===== src/rtl/risc_seq.sv =====
// Instruction sequencer: HALT/FETCH/EXEC/FAULT control with PC update and an optional return stack.
// Define RISC_SEQ_RETSTACK_EN to build the return stack; otherwise call/return behave as sequential.
module risc_seq #(
   parameter int               WIDTH       = 16,
   parameter logic [WIDTH-1:0] PROG_START  = WIDTH'(16'h000F),
   parameter int               OFF_W       = 7,
   parameter int               STACK_DEPTH = 4
) (
   input  logic             clk,
   input  logic             rst,
   input  logic             extern_halt,
   output logic             fetch_req,
   output logic [WIDTH-1:0] pc_out,
   input  logic             fetch_ack,
   input  logic [WIDTH-1:0] fetch_data,
   output logic [WIDTH-1:0] ir,
   output logic             ir_valid,
   input  logic             exec_done,
   input  logic [2:0]       branch,
   input  logic             cond,
   input  logic [WIDTH-1:0] jump_target,
   input  logic [OFF_W-1:0] offset,
   output logic             stack_full,
   output logic             stack_empty,
   output logic             fault
);

   typedef enum logic [1:0] {
      S_HALT  = 2'd0,
      S_FETCH = 2'd1,
      S_EXEC  = 2'd2,
      S_FAULT = 2'd3
   } state_t;

   state_t           state_q, state_d;
   logic [WIDTH-1:0] pc_q, pc_d;
   logic [WIDTH-1:0] ir_q, ir_d;
   logic             fetch_req_q;
   logic             ir_valid_q;
   logic [WIDTH-1:0] pc_inc;
   logic [WIDTH-1:0] off_ext;

   assign pc_inc  = pc_q + WIDTH'(1);
   assign off_ext = {{(WIDTH-OFF_W){offset[OFF_W-1]}}, offset};

`ifdef RISC_SEQ_RETSTACK_EN
   localparam int CNT_W = $clog2(STACK_DEPTH + 1);
   localparam int IDX_W = (STACK_DEPTH > 1) ? $clog2(STACK_DEPTH) : 1;

   logic [WIDTH-1:0] stack_q [STACK_DEPTH];
   logic [CNT_W-1:0] cnt_q, cnt_d;
   logic [IDX_W-1:0] push_idx, pop_idx;
   logic             push, pop;
   logic             fault_q;

   assign push_idx    = cnt_q[IDX_W-1:0];
   assign pop_idx     = IDX_W'(cnt_q - CNT_W'(1));
   assign stack_full  = (cnt_q == CNT_W'(STACK_DEPTH));
   assign stack_empty = (cnt_q == '0);
   assign fault       = fault_q;

   always_comb begin
      cnt_d = cnt_q;
      if (push) begin
         cnt_d = cnt_q + CNT_W'(1);
      end else if (pop) begin
         cnt_d = cnt_q - CNT_W'(1);
      end
   end

   // Stack storage carries no reset; only the occupancy count is meaningful after reset.
   always_ff @(posedge clk) begin
      if (push) begin
         stack_q[push_idx] <= pc_inc;
      end
   end

   always_ff @(posedge clk or posedge rst) begin
      if (rst) begin
         cnt_q   <= '0;
         fault_q <= 1'b0;
      end else begin
         cnt_q   <= cnt_d;
         fault_q <= fault_q | (state_d == S_FAULT);
      end
   end
`else
   assign stack_full  = 1'b0;
   assign stack_empty = 1'b1;
   assign fault       = 1'b0;
`endif

   always_comb begin
      state_d = state_q;
      pc_d    = pc_q;
      ir_d    = ir_q;
`ifdef RISC_SEQ_RETSTACK_EN
      push    = 1'b0;
      pop     = 1'b0;
`endif
      case (state_q)
         S_HALT: begin
            if (!extern_halt) begin
               state_d = S_FETCH;
            end
         end
         S_FETCH: begin
            if (fetch_ack) begin
               ir_d    = fetch_data;
               state_d = S_EXEC;
            end
         end
         S_EXEC: begin
            if (exec_done) begin
               state_d = extern_halt ? S_HALT : S_FETCH;
               case (branch)
                  3'b001: pc_d = jump_target;
                  3'b010: pc_d = cond ? (pc_inc + off_ext) : pc_inc;
`ifdef RISC_SEQ_RETSTACK_EN
                  // Stack overflow/underflow freezes pc and stack and parks in FAULT.
                  3'b011: begin
                     if (stack_full) begin
                        state_d = S_FAULT;
                     end else begin
                        push = 1'b1;
                        pc_d = jump_target;
                     end
                  end
                  3'b100: begin
                     if (stack_empty) begin
                        state_d = S_FAULT;
                     end else begin
                        pop  = 1'b1;
                        pc_d = stack_q[pop_idx];
                     end
                  end
`endif
                  default: pc_d = pc_inc;
               endcase
            end
         end
         default: state_d = S_FAULT;
      endcase
   end

   always_ff @(posedge clk or posedge rst) begin
      if (rst) begin
         state_q     <= S_HALT;
         pc_q        <= PROG_START;
         ir_q        <= '0;
         fetch_req_q <= 1'b0;
         ir_valid_q  <= 1'b0;
      end else begin
         state_q     <= state_d;
         pc_q        <= pc_d;
         ir_q        <= ir_d;
         fetch_req_q <= (state_d == S_FETCH);
         ir_valid_q  <= (state_d == S_EXEC);
      end
   end

   assign fetch_req = fetch_req_q;
   assign ir_valid  = ir_valid_q;
   assign pc_out    = pc_q;
   assign ir        = ir_q;

endmodule


===== config.mk =====
export PLATFORM = sky130hd
export DESIGN_NAME = risc_seq
export DESIGN_NICKNAME = d
export VERILOG_FILES = /design/src/rtl/risc_seq.sv
export SDC_FILE = /design/constraint.sdc
export NUM_CORES = 1
export LEC_CHECK = 0
export CAP_MARGIN = 5
export CORE_ASPECT_RATIO = 2
export CORE_UTILIZATION = 47
export DETAILED_ROUTE_END_ITERATION = 6
export PLACE_DENSITY = 0.81
export SYNTH_ARGS = -nofsm -noshare
export SYNTH_HDL_FRONTEND = slang
export SYNTH_SLANG_ARGS = --single-unit

===== constraint.sdc =====
create_clock -name clk -period 4 [get_ports clk]
set_clock_uncertainty 0.05 [all_clocks]
set_input_delay 0.8 -clock clk [delete_from_list [all_inputs] [get_ports clk]]
set_output_delay 0.8 -clock clk [all_outputs]
set_load 0.01 [all_outputs]

* Word-level counts from Yosys, hierarchy flattened *
Index checks and enable logic that the tools add are counted.

word-level totals
  flip-flop bits (word level) = 36
  word-level logic and storage cells = 23

cells by class
  add/sub/neg operators = 2
  eq/ne operators = 6
  muxes and demuxes = 7
  reductions and logical operators = 3

operators with widths
  kind                   count
  $pmux 16 s2            1
  $add 16x1->16 const B  1
  $add 16x16->16         1
  $mux 16                1
  $mux 2                 3
  $pmux 2 s3             1
  $eq 2x1->1 const B     2
  $eq 2x2->1 const B     2
  $reduce_and 2->1       2
  $eq 3x1->1 const B     1
  $eq 3x2->1 const B     1
  $logic_not 2->1        1
  $mux 1                 1

* Longest topological paths before layout *
  word-level depth = 4
  gate-level depth with buffers = 14

* Least setup slack after synthesis *
Ideal clock, no wire load.

  path kind = flip-flop to flip-flop
  start = register pc_q[0] (netlist: pc_out[0])
  end = register pc_q[15] (netlist: pc_out[15])
  setup time = 0.127 ns
  data arrival time = 3.105 ns
  path slack = 0.719 ns
  stages on the path, launching flop included = 15
  period minus slack after synthesis = 3.281 ns
  cells stage by stage = dfstp_2 > ha_1 > nand3_1 > or2_2 > clkbuf_1 > nor2_1 > xor2_1 > ha_1 > clkbuf_1 > nand2_1 > or4_1 > and3_4 > o311a_1 > xnor2_1 > o21ai_1

on the way
  word-level cells in the longest chain between the ends = 4

ends and longest elaborated chain
  element                 line  text
  start, declared         36    logic [WIDTH-1:0] pc_q, pc_d;
  start signal, assigned  155   pc_q <= pc_d;
  $add 16x1->16 *         43    assign pc_inc = pc_q + WIDTH'(1);
  $add 16x16->16          118   3'b010: pc_d = cond ? (pc_inc + off_ext) : pc_inc;
  $mux 16                 118
  $pmux 16 s2 *           116   case (branch)

Mark *: on every way between the ends. The rest lies on a longest branch, timed or not.
A chain may end at the register's enable or synchronous reset.

* Worst setup path in the final report *
  start = register pc_q[2] (netlist: pc_out[2])
  end = register pc_q[14] (netlist: pc_out[14])

The elaborated chain is that of the path after synthesis.

==> flow_metrics.env <==
export IMPL_post_route_min_period_ns=3.48
export IMPL_io_pin_count=85
export IMPL_synth_seq_area_share_pct=33.7
export IMPL_total_power_mw=2.68
export IMPL_post_synth_xor_area_fraction_pct=9.12
export IMPL_cts_hold_repair_buffers=0
export IMPL_h_tree_depth=2
export IMPL_synthDominantAreaCellType="dfrtp_1"
export IMPL_fp_row_count=38
export IMPL_area_delta_synth_final_pct=35.2
export IMPL_power_static_leakage_nw=1.52
export IMPL_least_margin_pin_slew_ns=0.775
export IMPL_cts_repair_timing_setup_buffer_count=0
export IMPL_drive_gt1_share_pct=9.79
export IMPL_routed_wl_mm=7.28
export IMPL_diodes=0
export IMPL_synth_edff_count=0
export IMPL_floorplan_initialDensity_pct=49.2
export IMPL_worst_setup_path_end_kind="flop"
export IMPL_clock_latency_ns=0.29
export IMPL_crit_fanout=8
export IMPL_hold_path_class="flop to flop"
export IMPL_hpwl_mm=5.86
export IMPL_netlist_top_cells_area="dfrtp_1 30%, ha_1 8.4%, mux2_2 6.7%"
export IMPL_post_synthesis_mux_area_share_pct=6.70
export IMPL_clkSinkCount=36
export IMPL_yosys_cell_count_top_type="dfrtp_1"
export IMPL_worstSetupPathType="flop to flop"
export IMPL_drcViolationCount=0
export IMPL_grt_overflow_total=0
export IMPL_rsz0062_at_grt="no"
export IMPL_critical_path_required_ns=4.15
export IMPL_final_hold_violation_count=0
export IMPL_power_density_mw_per_mm2=737
export IMPL_tritoncts="built"
export IMPL_grt_antenna_before_repair=0
export IMPL_groute_usage_overall_pct=24.4
export IMPL_largest_family_of_logic_cells_by_synthesized_area="compound AO/OA/AOI/OAI gates"
export IMPL_detail_route_first_pass_iterations=4
export IMPL_synth_largest_type_area_fraction_pct=29.8
export IMPL_cts_root_to_sink_buffers=2
export IMPL_final_critical_path_share_of_the_clock_period_pct=86.9
export IMPL_crit_path_start_kind="flop"
export IMPL_gp_congestion=0.918
export IMPL_slew_headroom_pct=48.2
export IMPL_worstPathArrival_ns=3.63
export IMPL_post_synth_inst_count=300
export IMPL_ir_drop_mv=0.521
export IMPL_grt_start_max_net_pins=37
export IMPL_via_count=2591
export IMPL_post_synth_top_cells="32 x dfrtp_1, 30 x nand2_1, 25 x a21oi_1, 20 x nor2_1, 20 x o21ai_0"
export IMPL_fp_coreArea_sq_mm=0.00547
export IMPL_drt_vias_per_instance=5.92
export IMPL_tns_ns=0
export IMPL_post_cts_resized_instances=0
export IMPL_synthesis_area_per_instance_sq_um=8.96
export IMPL_max_freq_ghz=0.288
export IMPL_die_area_sq_mm=0.00605
export IMPL_synthArstFlopShare_pct=100
export IMPL_die_height_um=109
export IMPL_grt_first_pass_wirelength_mm=11.8
export IMPL_drtAntennaViolNets=0
export IMPL_synth_compound_area_share_pct=21.0
export IMPL_status="finished clean"
export IMPL_yosys_area_share_simple_pct=16.3
export IMPL_wl_per_cell_um=16.6
export IMPL_post_synth_num_cell_types=52
export IMPL_timing_final_setup_violations=0
export IMPL_placement_io_buffers=81
export IMPL_fill_cells=446
export IMPL_drtIter0Drc=74
export IMPL_cts_reportedPaths_clkPinSlew_ns=0.08
export IMPL_clk_root_buffer_cell="clkbuf_8"
export IMPL_grt_pass1_vias=2611
export IMPL_chipWidth_um=55.5
export IMPL_postSynth_topFlopCell="dfrtp_1"
export IMPL_synth_warning_count=0
export IMPL_finish_net_count=444
export IMPL_cts_inserted_buffers=5
export IMPL_synth_ff_latch_count=36
export IMPL_cap_viol_max_count=0
export IMPL_synth_fa_ha_area_share_pct=9.12
export IMPL_timing_max_transition_violations_final=0
export IMPL_syn_area_sq_mm=0.00269
-- report_power, final --
part / leakage (nW) / total (mW) / internal [mW] / switching [mW]
clock network: 0.0515 / 0.288 / 0.157 / 0.131
logic: 1.05 / 1.66 / 0.873 / 0.790
registers: 0.420 / 0.729 / 0.556 / 0.174
total: 1.52 / 2.68 / 1.59 / 1.09
-- per-layer routing --
layer	track usage [%]	wire [um]
met3	3.32	287
met2	45.4	3970
met1	25.9	2710
met4	13.8	306
met5	0	0
-- cell usage in the layout, fill, tap and decap left out, types with 3 or more instances in the layout --
cell,count
o21ai_0,20
xor2_1,10
nand3_1,7
a222oi_1,3
and2_1,3
dfrtp_1,32
nand2b_1,5
nor2_1,20
clkdlybuf4s50_1,81
a21oi_1,25
conb_1,3
ha_1,18
mux2_2,16
nand3b_1,4
inv_1,7
clkbuf_8,7
and3_1,5
buf_4,4
dfstp_2,4
nand2_1,30
a22oi_1,5
a21o_1,6
xnor2_1,18
a221oi_1,5
-- cell type report --
type	count	area [sq um]	area share (%)
well taps	60	75.1	2.06
clock buffers	8	100	2.75
repair buffers	85	841	23.1
flip-flops and latches	36	906	24.9
inverters	8	30.0	0.826
multi-input cells	241	1680	46.3
-- worst max-delay path, cell delays in order (launching register included) --
cell	delay [ns]
dfstp_2	0.60
nand3_1	0.17
nor2_1	0.19
and2_1	0.25
nand2_1	0.09
xnor2_1	0.25
ha_1	0.39
a21oi_1	0.20
o21ai_0	0.13
a31o_2	0.26
a21o_1	0.17
o31a_1	0.25
and4_1	0.20
a211oi_1	0.19
-- path summary, 6_finish.rpt --
path                           start          to  slack, ns  cells past startpoint
setup / recovery           pc_out[2]  pc_out[14]       0.52                     13
hold / removal                ir[10]      ir[10]       0.46                      1
setup reg to reg           pc_out[2]  pc_out[14]       0.52                     13
hold reg to reg               ir[10]      ir[10]       0.46                      1
max in group asynchronous        rst   pc_out[1]       2.67                      3
min in group asynchronous        rst  pc_out[14]       0.88                      3
-- through the flow --
step	cells	setup WS, ns	utilization (%)	hold slack (ns)	instance area (sq um)
finish	438	0.523	66.5	0.460	3640
global route	438	0.329	66.5	0.477	3640
CTS	438	0.538	66.5	0.462	3640
detailed placement	430	0.442	64.7	0.445	3540
global placement	430	0.500	64.7	0.435	3540
floorplan	301	0.719	-	0.450	2690
-- logic make-up (layout without fill, tap and decap cells) --
kind of cell | count (synthesis) | after routing
muxes | 16 | 16
other | 2 | 3
adders and majority gates | 19 | 19
and+or+nand+nor | 88 | 88
DFF | 36 | 36
AOI/OAI and AO/OA | 87 | 87
xor gates and xnor gates | 28 | 28
buffers and inverters | 24 | 101
-- sequential cells by signal, summed over array words and instances (netlist names) --
register / cells
ir_valid: 1
pc_out: 16
ir: 16
state_q: 2
fetch_req: 1
No activity file was read; power rests on OpenSTA's default activity.
